==> src/rtl/uart_pkg.sv <==
// rtl/uart_pkg.sv - shared UART frame types, parity modes and parity helper
//
// Contents:
//   tx_state_t  transmit frame states (IDLE, START, DATA, PARITY, STOP)
//   PAR_*       parity-mode encodings carried on the 2-bit mode field
//   parity_bit  parity value for a data word; also used by the receiver
package uart_pkg;

  typedef enum logic [2:0] {
    IDLE,
    START,
    DATA,
    PARITY,
    STOP
  } tx_state_t;

  localparam logic [1:0] PAR_NONE = 2'd0;
  localparam logic [1:0] PAR_EVEN = 2'd1;
  localparam logic [1:0] PAR_ODD  = 2'd2;
  localparam logic [1:0] PAR_MARK = 2'd3;

  // Words narrower than 9 bits are zero-extended by the caller.
  // Zero-extension does not change the XOR.
  function automatic logic parity_bit(input logic [8:0] data, input logic [1:0] mode);
    case (mode)
      PAR_EVEN: parity_bit = ^data;
      PAR_ODD:  parity_bit = ~(^data);
      PAR_MARK: parity_bit = 1'b1;
      default:  parity_bit = 1'b0;
    endcase
  endfunction

endpackage

==> src/rtl/uart_tx_holding_reg.sv <==
// rtl/uart_tx_holding_reg.sv - one-word data+mode buffer in front of the UART shifter
//
// Ports:
//   clk, reset     clock, asynchronous active-low reset
//   wr             write strobe
//   wr_data        word to capture
//   wr_mode        parity mode to capture
//   drain          frame engine takes the held word on this edge
//   valid          buffer holds a word
//   valid_next     value valid takes at the next edge
//   data, mode     held word and its parity mode
//   overrun        one-clk pulse when a write is dropped
module uart_tx_holding_reg
  import uart_pkg::*;
#(
  parameter int DATA_W = 8
) (
  input  logic              clk,
  input  logic              reset,
  input  logic              wr,
  input  logic [DATA_W-1:0] wr_data,
  input  logic [1:0]        wr_mode,
  input  logic              drain,
  output logic              valid,
  output logic              valid_next,
  output logic [DATA_W-1:0] data,
  output logic [1:0]        mode,
  output logic              overrun
);

  logic accept;

  // A write that lands on the draining edge refills the buffer directly.
  assign accept     = wr & (~valid | drain);
  assign valid_next = accept | (valid & ~drain);

  always_ff @(posedge clk or negedge reset) begin
    if (!reset) begin
      valid   <= 1'b0;
      data    <= '0;
      mode    <= PAR_NONE;
      overrun <= 1'b0;
    end else begin
      valid   <= valid_next;
      overrun <= wr & valid & ~drain;
      if (accept) begin
        data <= wr_data;
        mode <= wr_mode;
      end
    end
  end

endmodule

==> src/rtl/uart_tx_frame.sv <==
// rtl/uart_tx_frame.sv - parametrised UART transmitter with one-word holding register
//
// Ports:
//   clk               system clock, rising edge
//   reset             asynchronous active-low reset
//   Tx_sample_ENABLE  oversampling tick, OVERSAMPLE per bit period
//   Tx_WR             write strobe; samples Tx_DATA and Tx_PARITY_MODE
//   Tx_DATA           word to send, LSB first
//   Tx_PARITY_MODE    0 none, 1 even, 2 odd, 3 mark
//   TxD               serial line, idles high
//   Tx_BUSY           frame in flight or word held
//   Tx_READY          holding register empty
//   Tx_DONE           one-clk pulse at end of last stop bit
//   Tx_OVERRUN        one-clk pulse when a write is dropped
module uart_tx_frame
  import uart_pkg::*;
#(
  parameter int DATA_W     = 8,
  parameter int STOP_BITS  = 1,
  parameter int OVERSAMPLE = 16
) (
  input  logic              clk,
  input  logic              reset,
  input  logic              Tx_sample_ENABLE,
  input  logic              Tx_WR,
  input  logic [DATA_W-1:0] Tx_DATA,
  input  logic [1:0]        Tx_PARITY_MODE,
  output logic              TxD,
  output logic              Tx_BUSY,
  output logic              Tx_READY,
  output logic              Tx_DONE,
  output logic              Tx_OVERRUN
);

  localparam int CW = $clog2(OVERSAMPLE) + 1;
  localparam logic [CW-1:0] TICK_LAST = CW'(OVERSAMPLE - 1);
  localparam logic [3:0]    DATA_LAST = 4'(DATA_W - 1);
  localparam logic [3:0]    STOP_LAST = 4'(STOP_BITS - 1);

  if (DATA_W < 5 || DATA_W > 9 || (STOP_BITS != 1 && STOP_BITS != 2) || OVERSAMPLE < 1)
  begin : g_param_check
    $error("uart_tx_frame: illegal DATA_W, STOP_BITS or OVERSAMPLE");
  end

  tx_state_t         state;
  logic [CW-1:0]     tick_cnt;
  logic [3:0]        bit_idx;
  logic [DATA_W-1:0] shifter;
  logic [1:0]        par_mode;
  logic              par_bit;

  logic              hold_valid;
  logic              hold_valid_next;
  logic [DATA_W-1:0] hold_data;
  logic [1:0]        hold_mode;
  logic              bit_end;
  logic              stop_end;
  logic              drain;

  // bit_end: the tick that closes the current bit period.
  assign bit_end  = (state != IDLE) & Tx_sample_ENABLE & (tick_cnt == TICK_LAST);
  assign stop_end = (state == STOP) & bit_end & (bit_idx == STOP_LAST);
  assign drain    = hold_valid & ((state == IDLE) | stop_end);
  assign Tx_READY = ~hold_valid;

  uart_tx_holding_reg #(.DATA_W(DATA_W)) u_hold (
    .clk        (clk),
    .reset      (reset),
    .wr         (Tx_WR),
    .wr_data    (Tx_DATA),
    .wr_mode    (Tx_PARITY_MODE),
    .drain      (drain),
    .valid      (hold_valid),
    .valid_next (hold_valid_next),
    .data       (hold_data),
    .mode       (hold_mode),
    .overrun    (Tx_OVERRUN)
  );

  always_ff @(posedge clk or negedge reset) begin
    if (!reset) begin
      state    <= IDLE;
      tick_cnt <= '0;
      bit_idx  <= '0;
      shifter  <= '0;
      par_mode <= PAR_NONE;
      par_bit  <= 1'b0;
      TxD      <= 1'b1;
      Tx_BUSY  <= 1'b0;
      Tx_DONE  <= 1'b0;
    end else begin
      Tx_DONE <= 1'b0;
      Tx_BUSY <= 1'b1;
      // Ticks in IDLE (including the load edge) are not counted.
      if (state != IDLE && Tx_sample_ENABLE)
        tick_cnt <= bit_end ? '0 : tick_cnt + 1'b1;

      case (state)
        IDLE: begin
          if (hold_valid) begin
            state    <= START;
            shifter  <= hold_data;
            par_mode <= hold_mode;
            par_bit  <= parity_bit(9'(hold_data), hold_mode);
            TxD      <= 1'b0;
          end else begin
            Tx_BUSY <= hold_valid_next;
          end
        end
        START: begin
          if (bit_end) begin
            state   <= DATA;
            bit_idx <= '0;
            TxD     <= shifter[0];
          end
        end
        DATA: begin
          if (bit_end) begin
            if (bit_idx == DATA_LAST) begin
              bit_idx <= '0;
              if (par_mode != PAR_NONE) begin
                state <= PARITY;
                TxD   <= par_bit;
              end else begin
                state <= STOP;
                TxD   <= 1'b1;
              end
            end else begin
              bit_idx <= bit_idx + 1'b1;
              shifter <= shifter >> 1;
              TxD     <= shifter[1];
            end
          end
        end
        PARITY: begin
          if (bit_end) begin
            state   <= STOP;
            bit_idx <= '0;
            TxD     <= 1'b1;
          end
        end
        STOP: begin
          if (bit_end) begin
            if (bit_idx == STOP_LAST) begin
              Tx_DONE <= 1'b1;
              bit_idx <= '0;
              // A pending word starts right away: no idle bit time between frames.
              if (hold_valid) begin
                state    <= START;
                shifter  <= hold_data;
                par_mode <= hold_mode;
                par_bit  <= parity_bit(9'(hold_data), hold_mode);
                TxD      <= 1'b0;
              end else begin
                state   <= IDLE;
                Tx_BUSY <= hold_valid_next;
              end
            end else begin
              bit_idx <= bit_idx + 1'b1;
            end
          end
        end
        default: state <= IDLE;
      endcase
    end
  end

endmodule

==> config.mk <==
export PLATFORM = sky130hd
export DESIGN_NAME = uart_tx_frame
export DESIGN_NICKNAME = d
export VERILOG_FILES = /design/src/rtl/uart_pkg.sv /design/src/rtl/uart_tx_holding_reg.sv /design/src/rtl/uart_tx_frame.sv
export SDC_FILE = /design/constraint.sdc
export NUM_CORES = 1
export LEC_CHECK = 0
export CAP_MARGIN = 5
export CORE_MARGIN = 10
export CORE_UTILIZATION = 56
export DETAILED_ROUTE_END_ITERATION = 8
export MAX_ROUTING_LAYER = met4
export PLACE_DENSITY_LB_ADDON = 0.08
export SLEW_MARGIN = 10
export SYNTH_ARGS = -nofsm -noshare
export SYNTH_HDL_FRONTEND = slang
export SYNTH_SLANG_ARGS = --single-unit
==> constraint.sdc <==
create_clock -name clk -period 2.8 [get_ports clk]
set_input_delay 0.28 -clock clk [delete_from_list [all_inputs] [get_ports clk]]
set_output_delay 0.28 -clock clk [all_outputs]
set_load 0.02 [all_outputs]
==> flow_metrics.env, run 1 <==
export IMPL_grt_pass1_vias=1350
export IMPL_synthesis_nets=203
export IMPL_finalMaxSlewViolations=0
export IMPL_place_inst=246
export IMPL_core_area_um2=3360
export IMPL_route_vias_total=1397
export IMPL_start_kind="flip-flop"
export IMPL_hold_class="in -> async"
export IMPL_viasPerCell=5.50
export IMPL_grt_max_degree=39
export IMPL_mostFrequentLayoutCells="dfrtp_1, o21ai_0, nand2_1, clkdlybuf4s50_1, mux2_4"
export IMPL_dr_pass1_iters=4
export IMPL_antenna_found_initial=0
export IMPL_initial_core_util=0.584
export IMPL_power_density_nw_per_um2=1130
export IMPL_wl_per_cell_um=14.3
export IMPL_drt_initial_drc_count=158
export IMPL_end_kind="flip-flop"
export IMPL_root_buffer="clkbuf_4"
export IMPL_synth_cell_type_count=46
export IMPL_die_height_um=79.2
export IMPL_dr_wl_met2_um=1820
export IMPL_fmax_ghz=0.419
export IMPL_ys_ff_latch=38
export IMPL_syn2layout_area_growth_pct=15.3
export IMPL_diodes=0
export IMPL_p_sw_frac=0.371
export IMPL_ys_async_sr_fraction=1.00
export IMPL_p_sw_uw=952
export IMPL_cts_resized=0
export IMPL_hold_viol=0
export IMPL_path_clk_slew_ps=110
export IMPL_cp_common_cell="ha_1"
export IMPL_tns_ps=0
export IMPL_hold_buffers=0
export IMPL_finalNonFillerCells=254
export IMPL_run_status="completed"
export IMPL_yosys_most_used_dff="dfrtp_1"
export IMPL_port_buffers=18
export IMPL_slowest_delay_ps=400
export IMPL_total_power_mw=2.56
export IMPL_htree_levels=2
export IMPL_ios=19
export IMPL_cp_arrival_ps=2620
export IMPL_fin_util=0.674
export IMPL_met1_length_um=1630
export IMPL_place_hpwl_um=2660
export IMPL_yosysWarnings=0
export IMPL_synth_top_area_frac=0.471
export IMPL_numCtsBuffers=5
export IMPL_maxSlewHeadroom=0.456
export IMPL_power_share_clock=0.143
export IMPL_post_cts_buffers=0
export IMPL_finalCriticalPeriod_ps=2390
export IMPL_rsz0062_at_grt="false"
export IMPL_die_x_um=79.2
export IMPL_crit_chain="ha_1, and3_1, ha_1, nand2_1, o21a_1, nand2b_4, a21bo_1, buf_4, mux2_4"
export IMPL_synth_yosys_seq_area_share=0.484
export IMPL_synth_edf_count=0
export IMPL_crit_fanout=10
export IMPL_grt_use_total=0.121
export IMPL_fp_dieArea_um2=6280
export IMPL_fin_crit_sh=0.852
export IMPL_antenna_left=0
export IMPL_syn_area_um2=1970
export IMPL_routed_top_layer="met4"
export IMPL_clock_latency_ps=340
export IMPL_wl_met3_um=169
export IMPL_finalWirelength_um=3640
export IMPL_drive_gt1_frac=0.168
export IMPL_rows=21
export IMPL_critical_path_class="reg -> reg"
export IMPL_intPower_mw=1.61
export IMPL_tritoncts="yes"
export IMPL_yosysTopAreaCell="dfrtp_1"
export IMPL_fin_worst_skew_ps=10.9
export IMPL_syn_area_per_cell_um2=10.6
export IMPL_synth_top_cells_by_area="dfrtp_1, mux2_4, o21ai_0, nand2_1, mux2i_1"
export IMPL_clkSinkCount=38
export IMPL_max_slew_worst_pin_slew_ps=816
export IMPL_grt_pass1_wl_um=6070
export IMPL_worst_path_max_delay_cell="dfrtp_1"
export IMPL_combPwrFrac=0.458
export IMPL_layout_commonest_cell="dfrtp_1"
export IMPL_worst_ep_required_time_ps=3030
export IMPL_clockBufferDepth=2
export IMPL_gp_congestion=0.919
export IMPL_drc_errors=0
export IMPL_final_nets=225
export IMPL_finalSetupViolCount=0
export IMPL_cellLeakagePower_nw=0.986
export IMPL_syn_inst=185
export IMPL_overflow=0
export IMPL_crit_buf_inv=1
export IMPL_vdd_ir_drop_max_v=0.000675
export IMPL_critPathTopFamily="simple AND/OR/NAND/NOR gates"
export IMPL_max_cap_viol_count=0
export IMPL_seqPwrFrac=0.399
-- worst reg2reg max path, cell delays in order, from the launching register on --
cell and delay [ps]:
dfrtp_1 400, ha_1 200, and3_1 160, ha_1 250, nand2_1 180, o21a_1 230, nand2b_4 150, a21bo_1 200
buf_4 190, mux2_4 310
-- layer usage --
layer	vias to the layer above	global-route usage
met3	2	0.0405
met5	-	-
met1	669	0.135
met2	26	0.196
li1	700	-
met4	0	0.0502
-- sequential cells by signal, indices dropped and copies added, names as in the netlist --
signal          flops
TxD                 1
Tx_BUSY             1
Tx_DONE             1
bit_idx             4
par_bit             1
par_mode            2
shifter             8
state               3
tick_cnt            5
u_hold.data         8
u_hold.mode         2
u_hold.overrun      1
u_hold.valid        1
-- metrics by stage --
| step | worst slack (ps) | area (µm²) | hold WS (ps) |
|---|---|---|---|
| 2_1_floorplan | 636 | 1970 | -15.6 |
| 3_3_place_gp | 548 | 2190 | 408 |
| 3_5_place_dp | 451 | 2190 | 422 |
| 4_1_cts | 410 | 2270 | 27.6 |
| 5_1_grt | 277 | 2270 | 66.8 |
| 6_report | 414 | 2270 | 16.1 |
-- power groups by stage --
stage | clock network [mW] | registers (mW) | logic [mW]
6_report | 0.366 | 1.02 | 1.17
5_1_grt | 0.396 | 1.05 | 1.32
3_5_place_dp | 0 | 1.03 | 1.18
3_3_place_gp | 0 | 1.01 | 1.14
4_1_cts | 0.377 | 1.02 | 1.19
2_1_floorplan | 0 | 0.951 | 0.987
-- Yosys cell counts (2+ instances only) --
cell	number
mux2_4	10
nand2_1	23
and3_1	2
nand3b_1	2
o21ai_0	24
or2_2	2
xnor2_1	7
o31ai_1	2
mux2i_1	8
nand2b_1	4
nor3_1	4
buf_2	2
ha_1	4
dfrtp_1	37
nor2_1	7
mux2_2	4
nand3_1	5
clkbuf_1	3
inv_1	8
-- kinds of logic (layout without fill, tap and decap cells) --
group	after synthesis	in the layout	synth area share
and+or+nand+nor	58	58	0.151
AOI/OAI and AO/OA	41	41	0.132
DFF	38	38	0.484
muxes	22	22	0.140
buffers and inverters	14	37	0.0318
xor gates and xnor gates	8	8	0.0356
adders and majority gates	4	4	0.0255
-- cell type report --
type | instances | area, µm²
Fill cell | 277 | 1100
Timing Repair Buffer | 21 | 198
Inverter | 8 | 30.0
Sequential cell | 38 | 952
Multi-Input combinational cell | 133 | 951
Tap cell | 46 | 57.6
Clock inverter | 3 | 40.0
Clock buffer | 5 | 37.5
-- path summary, 6_finish.rpt --
path / start / endpoint / slack [ps] / cells after the start
setup / recovery: tick_cnt[0] / u_hold.data[3] / 410 / 9
hold / removal: reset / tick_cnt[4] / 20 / 1
setup reg to reg: tick_cnt[0] / u_hold.data[3] / 410 / 9
hold reg to reg: shifter[7] / shifter[7] / 500 / 2
max in group asynchronous: reset / shifter[5] / 2260 / 1
min in group clk: shifter[7] / shifter[7] / 500 / 2
Power figures use the tool's default switching activity.
==> run 2: changes to the inputs <==
==> constraint.sdc (replaced) <==
create_clock -name clk -period 2.8 [get_ports clk]
set_input_delay 0.84 -clock clk [delete_from_list [all_inputs] [get_ports clk]]
set_output_delay 0.84 -clock clk [all_outputs]
set_load 0.02 [all_outputs]
==> run 2 against run 1 <==
Largest power group unchanged; register-to-register slack barely moved; count of clock-buffer cells in the layout rose by 3; design area barely moved; maximum frequency fell by 0.53%; core utilization barely moved; first-iteration DRC count fell by 11%; power fell by 0.52%.
==> flow_metrics.env, run 2 (synthesis results as in run 1) <==
export IMPL_run_status="completed"
export IMPL_critical_path_class="reg -> out"
export IMPL_fin_util=0.674
export IMPL_dr_wl_met2_um=1840
export IMPL_timing_final_ws_setup_ps=402
export IMPL_antenna_found_initial=0
export IMPL_routed_top_layer="met4"
export IMPL_path_clk_slew_ps=110
export IMPL_initial_core_util=0.584
export IMPL_clkSinkCount=38
export IMPL_diodes=0
export IMPL_crit_fanout=8
export IMPL_place_hpwl_um=2710
export IMPL_worst_ep_required_time_ps=1960
export IMPL_grt_max_degree=39
export IMPL_clockBufferDepth=2
export IMPL_viasPerCell=5.61
export IMPL_htree_levels=2
export IMPL_hold_viol=0
export IMPL_max_slew_worst_pin_slew_ps=813
export IMPL_die_height_um=79.2
export IMPL_grt_use_total=0.127
export IMPL_fp_dieArea_um2=6280
export IMPL_numCtsBuffers=5
export IMPL_maxSlewHeadroom=0.458
export IMPL_clock_latency_ps=350
export IMPL_end_kind="output port"
export IMPL_wl_per_cell_um=14.4
export IMPL_cp_arrival_ps=1560
export IMPL_core_area_um2=3360
export IMPL_syn2layout_area_growth_pct=15.3
export IMPL_port_buffers=18
export IMPL_met1_length_um=1580
export IMPL_dp_slack_ps=127
export IMPL_rsz0062_at_grt="false"
export IMPL_root_buffer="clkbuf_4"
export IMPL_tritoncts="yes"
export IMPL_ios=19
export IMPL_cts_resized=0
export IMPL_finalCriticalPeriod_ps=2400
export IMPL_cellLeakagePower_nw=0.985
export IMPL_fmax_ghz=0.417
export IMPL_start_kind="flip-flop"
export IMPL_vdd_ir_drop_max_v=0.000617
export IMPL_reg_top3="shifter (8), u_hold.data (8), tick_cnt (5)"
export IMPL_fin_worst_skew_ps=12.1
export IMPL_fin_crit_sh=0.857
export IMPL_power_density_nw_per_um2=1120
export IMPL_wl_met3_um=175
export IMPL_post_cts_buffers=0
export IMPL_gp_congestion=0.925
export IMPL_hold_class="reg -> reg"
export IMPL_tns_ps=0
export IMPL_grt_pass1_wl_um=6310
export IMPL_drive_gt1_frac=0.168
export IMPL_rows=21
export IMPL_antenna_left=0
export IMPL_drt_initial_drc_count=140
export IMPL_layout_commonest_cell="dfrtp_1"
export IMPL_overflow=0
export IMPL_dr_pass1_iters=4
export IMPL_drc_errors=0
export IMPL_max_cap_viol_count=0
export IMPL_mostFrequentLayoutCells="dfrtp_1, o21ai_0, nand2_1, clkdlybuf4s50_1, mux2_4"
export IMPL_finalWirelength_um=3660
export IMPL_final_nets=225
export IMPL_finalMaxSlewViolations=0
export IMPL_grt_pass1_vias=1452
export IMPL_finalSetupViolCount=0
export IMPL_die_x_um=79.2
export IMPL_route_vias_total=1425
export IMPL_hold_buffers=0
## run 2: changes by cell type in the layout (fill, tap and decap cells not counted), sizes merged
cell / delta
clkinv: -2
bufinv: -1
clkbuf: +3
## run 2: final cells by class
cell class                 instances  area (µm²)
fill                             303        1100
sequential                        38         952
multi-input combinational        133         951
timing repair buffer              21         198
clock buffer                       8        78.8
tap                               46        57.6
inverter                           8        30.0
## run 2: critical path: stages (launching register included)
cell	delay (ps)
dfrtp_1	480
inv_1	130
clkdlybuf4s50_1	610
## run 2: path summary, 6_finish.rpt
path | from | endpoint | slack (ps) | depth (start not counted)
max | u_hold.valid | Tx_READY | 400 | 2
min | tick_cnt[4] | tick_cnt[4] | 490 | 2
max reg2reg | tick_cnt[0] | u_hold.data[3] | 410 | 8
min reg2reg | tick_cnt[4] | tick_cnt[4] | 490 | 2
max in group asynchronous | reset | tick_cnt[2] | 1710 | 1
min in group asynchronous | reset | state[1] | 570 | 1
## run 2: per-layer routing
layer	up-vias	GRT usage
met2	38	0.209
met1	680	0.139
met5	-	-
li1	700	-
met4	0	0.0556
met3	7	0.0394
## run 2: per-stage QoR
stage | hold WS (ps) | instance area, µm² | total power, mW | cells
2_1_floorplan | 444 | 1970 | 1.94 | 185
3_3_place_gp | 460 | 2190 | 2.15 | 246
3_5_place_dp | 472 | 2190 | 2.22 | 246
4_1_cts | 498 | 2270 | 2.58 | 254
5_1_grt | 529 | 2270 | 2.77 | 254
6_report | 490 | 2270 | 2.55 | 254
## run 2: power breakdown
part	internal, mW	switching, mW	leakage (nW)
Combinational	0.636	0.542	0.484
Clock	0.172	0.180	0.0446
Sequential	0.787	0.233	0.457
Total	1.59	0.955	0.985
